[config.mk]
export PLATFORM = sky130hd
export DESIGN_NAME = gray_code_pipe
export DESIGN_NICKNAME = d
export VERILOG_FILES = /design/src/rtl/gray_code_pipe.sv
export SDC_FILE = /design/constraint.sdc
export NUM_CORES = 1
export LEC_CHECK = 0
export CORE_MARGIN = 3
export CORE_UTILIZATION = 58
export CTS_BUF_LIST = sky130_fd_sc_hd__clkbuf_8
export DETAILED_ROUTE_END_ITERATION = 16
export PLACE_DENSITY = 0.83
export SLEW_MARGIN = 40
export SYNTH_ARGS = -nofsm -noshare
export SYNTH_HDL_FRONTEND = slang
export SYNTH_SLANG_ARGS = --single-unit
[constraint.sdc]
create_clock -name clk -period 2.8 [get_ports clk]
set_clock_uncertainty 0.1 [all_clocks]
set_input_delay 0.56 -clock clk [delete_from_list [all_inputs] [get_ports clk]]
set_output_delay 0.56 -clock clk [all_outputs]
set_load 0.02 [all_outputs]
[src/rtl/gray_code_pipe.sv]
// Two-stage streaming Gray<->binary converter with a Gray-adjacency monitor on mode-0 words.
// Latency 2 cycles, 1 word/cycle; a stalled output holds every stage via a shared enable.
module gray_code_pipe #(
  parameter int WIDTH = 8,
  parameter int CNT_W = 8
) (
  input  logic             clk,
  input  logic             rst,
  input  logic             in_valid,
  output logic             in_ready,
  input  logic             in_mode,
  input  logic [WIDTH-1:0] in_data,
  output logic             out_valid,
  input  logic             out_ready,
  output logic [WIDTH-1:0] out_data,
  output logic             out_err,
  output logic [CNT_W-1:0] err_count
);

  logic             en;
  logic             accept;
  logic             s1_valid;
  logic             s1_mode;
  logic             s1_err;
  logic [WIDTH-1:0] s1_data;
  logic [WIDTH-1:0] hist_data;
  logic             hist_valid;
  logic [WIDTH-1:0] diff;
  logic             seq_err;
  logic [WIDTH-1:0] conv;

  assign en       = ~out_valid | out_ready;
  assign in_ready = en;
  assign accept   = in_valid & en;

  // Adjacent Gray codes differ in exactly one bit: diff is a nonzero power of two.
  assign diff    = in_data ^ hist_data;
  assign seq_err = hist_valid & ~in_mode &
                   ((diff == '0) | ((diff & (diff - 1'b1)) != '0));

  always_comb begin
    conv = '0;
    if (s1_mode) begin
      conv = s1_data ^ (s1_data >> 1);
    end else begin
      conv[WIDTH-1] = s1_data[WIDTH-1];
      for (int i = WIDTH - 2; i >= 0; i--) begin
        conv[i] = conv[i+1] ^ s1_data[i];
      end
    end
  end

  always_ff @(posedge clk) begin
    if (rst) begin
      s1_valid   <= 1'b0;
      s1_mode    <= 1'b0;
      s1_err     <= 1'b0;
      s1_data    <= '0;
      out_valid  <= 1'b0;
      out_data   <= '0;
      out_err    <= 1'b0;
      err_count  <= '0;
      hist_data  <= '0;
      hist_valid <= 1'b0;
    end else begin
      if (en) begin
        s1_valid  <= accept;
        out_valid <= s1_valid;
        if (accept) begin
          s1_mode <= in_mode;
          s1_data <= in_data;
          s1_err  <= seq_err;
        end
        if (s1_valid) begin
          out_data <= conv;
          out_err  <= s1_err;
          if (s1_err && (err_count != '1)) begin
            err_count <= err_count + CNT_W'(1);
          end
        end
      end
      // Binary words break the Gray sequence, so the next Gray word starts fresh.
      if (accept) begin
        if (!in_mode) begin
          hist_data  <= in_data;
          hist_valid <= 1'b1;
        end else begin
          hist_valid <= 1'b0;
        end
      end
    end
  end

endmodule

==> results_dict.tcl <==
set metrics [dict create \
    outcome "completed" \
    finalWeightedCongestion 0.882 \
    core_um2 2810 \
    die_x_um 61.0 \
    drtPass1Iterations 5 \
    critPathKind "in -> out" \
    startpoint "out_ready" \
    initial_utilization 0.624 \
    seq_area_um2 761 \
    grt_usage 0.226 \
    layout-drive-gt1-share 0.0512 \
    cp_max_fo 2 \
    cts_tree "yes" \
    ys_ff_latch 38 \
    critPathLaunchType "input pin" \
    drv_slew 0 \
    maxSlewHeadroom 0.645 \
    synthMuxAreaShare 0.0114 \
    totalNegativeSetupSlack_ns 0 \
    worstHoldPathType "reg -> reg" \
    syn_to_final_growth_pct 27.8 \
    antenna_found_initial 0 \
    route.vias.total 1571 \
    netlist_instances 220 \
    power_density_nw_per_um2 603 \
    vias_per_cell 5.51 \
    drt_wl_total_um 3660 \
    clk_pin_slew_worst_paths_ns 0.07 \
    ys.flop_type "dfxtp_1" \
    setup_viol 0 \
    grt_pass1_vias 1457 \
    cpMaxStageDelayCell "clkdlybuf4s50_1" \
    overflow 0 \
    multiInputGateArea_um2 945 \
    insertion_delay_ns 0.29 \
    portBuffers 31 \
    yosys.area.top_type "dfxtp_1" \
    syn_nets 234 \
    fmax_mhz 415 \
    grt_pass1_wl_um 5970 \
    ant_nets 0 \
    endpoint_kind "output port" \
    synth_edf_count 0 \
    drc 0 \
    yosysUniqueCellTypes 32 \
    num_antenna_cells 0 \
    ir_worst_vdd_v 0.000555 \
    wire_per_inst_um 12.9 \
    min_period_over_period 0.861 \
    synth_compound_area_frac 0.145 \
    cp_common_cell "clkdlybuf4s50_1" \
    maxCapViolCount 0 \
    cts_resized 0 \
    cts_sinks 38 \
    dp_hpwl_um 2720 \
    leakage_nw 0.814 \
    synth_area_per_cell_um2 7.96 \
    cp.arrival_ns 1.75 \
    period_minus_slack_ns 2.41 \
    grt_max_degree 27 \
    rsz0062_at_grt "false" \
    postCtsSetupBuffers 0 \
    die_area_um2 3720 \
    fp-row-count 19 \
    cts_root_buffer "clkbuf_8" \
    final_common_cell "nand2_1" \
    synth_area_leaders "dfxtp_1 (43%), nand2_1 (11%), a21oi_1 (8.0%)" \
    nNetsFinal 267 \
    htree_levels 2 \
    synth_fa_ha_area_frac 0.00714 \
    hold_buffers 0 \
    synth-seq-area-share 0.434 \
    hold_viol 0 \
    min-delay-start "out_data[5]$_SDFFE_PP0P_" \
    placed_cell_area_um2 2100 \
    critPathMaxStageDelay_ns 0.62 \
    async_reset_ff_frac 0 \
    clock_path_buffers 2 \
    synth_warnings 0 \
    fillCellCount 197 \
    ioPinCount 32 \
    numCtsBuffers 5 \
    yosys.area_share.xor_xnor 0.129 \
    synth_simple_gate_area_frac 0.246 \
    final_cell_mix "nand2_1 (53), dfxtp_1 (38), clkdlybuf4s50_1 (31)" \
    crit_chain "clkdlybuf4s50_1, nand2b_1, clkdlybuf4s50_1" \
    rr_startpoint "s1_data[6]$_SDFFE_PP0P_" \
    syn_area_um2 1750 \
    synth_top_family_by_area "simple AND/OR/NAND/NOR gates" \
    cp.required_ns 2.14 \
    worst_slew_pin_slew_ns 0.530 \
    synth_top_area_frac 0.434 \
    drtIter0Drc 90 \
    fp.dieH_um 61.0 \
    stdcell_area_um2 2240 \
]
cell usage after synthesis, types with 3 or more instances:
master,n
nor2_1,17
nor3_1,6
dfxtp_1,38
nand3_1,4
o21ai_0,5
a21oi_1,28
nor4_1,4
nand2_1,53
clkbuf_1,8
and2_1,3
xor2_1,9
inv_1,3
xnor2_1,15
flip-flops by register name (all words and copies together) (netlist names):
register,count
out_data,8
s1_data,8
s1_err,1
hist_data,8
hist_valid,1
out_valid,1
s1_mode,1
out_err,1
s1_valid,1
err_count,8
stage by stage:
step,worst slack [ns],hold WS [ns],instances,util,total power [mW]
after global placement,0.419,0.338,277,0.747,0.780
after floorplan,0.952,0.348,220,-,0.721
after detailed placement,0.385,0.359,277,0.747,0.790
after CTS,0.369,0.369,285,0.798,1.35
after global routing,0.356,0.385,285,0.798,1.40
final,0.390,0.368,285,0.798,1.35
cells by family after synthesis:
family | after synthesis
flip-flops | 38
AO/OA/AOI/OAI | 44
adder cells (fa/ha/maj) | 1
buffers and inverters | 12
AND/OR/NAND/NOR | 98
XOR/XNOR | 25
multiplexers | 2
layout make-up:
type / instances / share of cell area
Clock buffer: 6 / 0.0369
Clock inverter: 2 / 0.0268
Inverter: 3 / 0.00503
Multi-Input combinational cell: 170 / 0.422
Sequential cell: 38 / 0.340
Tap cell: 31 / 0.0173
Timing Repair Buffer: 35 / 0.152
worst max-delay path, delay by kind of cell:
kind / cells / cell delay (ns)
buffers and inverters: 2 / 1.06
and+or+nand+nor: 1 / 0.13
power breakdown:
part / switching, mW / internal [mW] / leakage [nW] / total (mW)
clock network: 0.190 / 0.380 / 0.0714 / 0.570
logic: 0.107 / 0.0875 / 0.433 / 0.195
registers: 0.0192 / 0.565 / 0.310 / 0.585
final timing paths:
| path | end | slack [ns] | cells after the start |
|---|---|---|---|
| worst min-delay path | out_data[5]$_SDFFE_PP0P_ | 0.37 | 2 |
| worst max register to register | out_data[1]$_SDFFE_PP0P_ | 1.01 | 5 |
| worst max-delay path | in_ready | 0.39 | 3 |
| worst min register to register | out_data[5]$_SDFFE_PP0P_ | 0.37 | 2 |
routing by layer:
| layer | vias to the layer above | wire length (um) | global-route usage |
|---|---|---|---|
| met3 | 10 | 180 | 0.0468 |
| li1 | 809 | - | - |
| met5 | - | 0 | 0 |
| met4 | 0 | 97 | 0.173 |
| met1 | 709 | 1600 | 0.258 |
| met2 | 43 | 1780 | 0.368 |
Note: power is estimated with default switching activity, not from simulation.
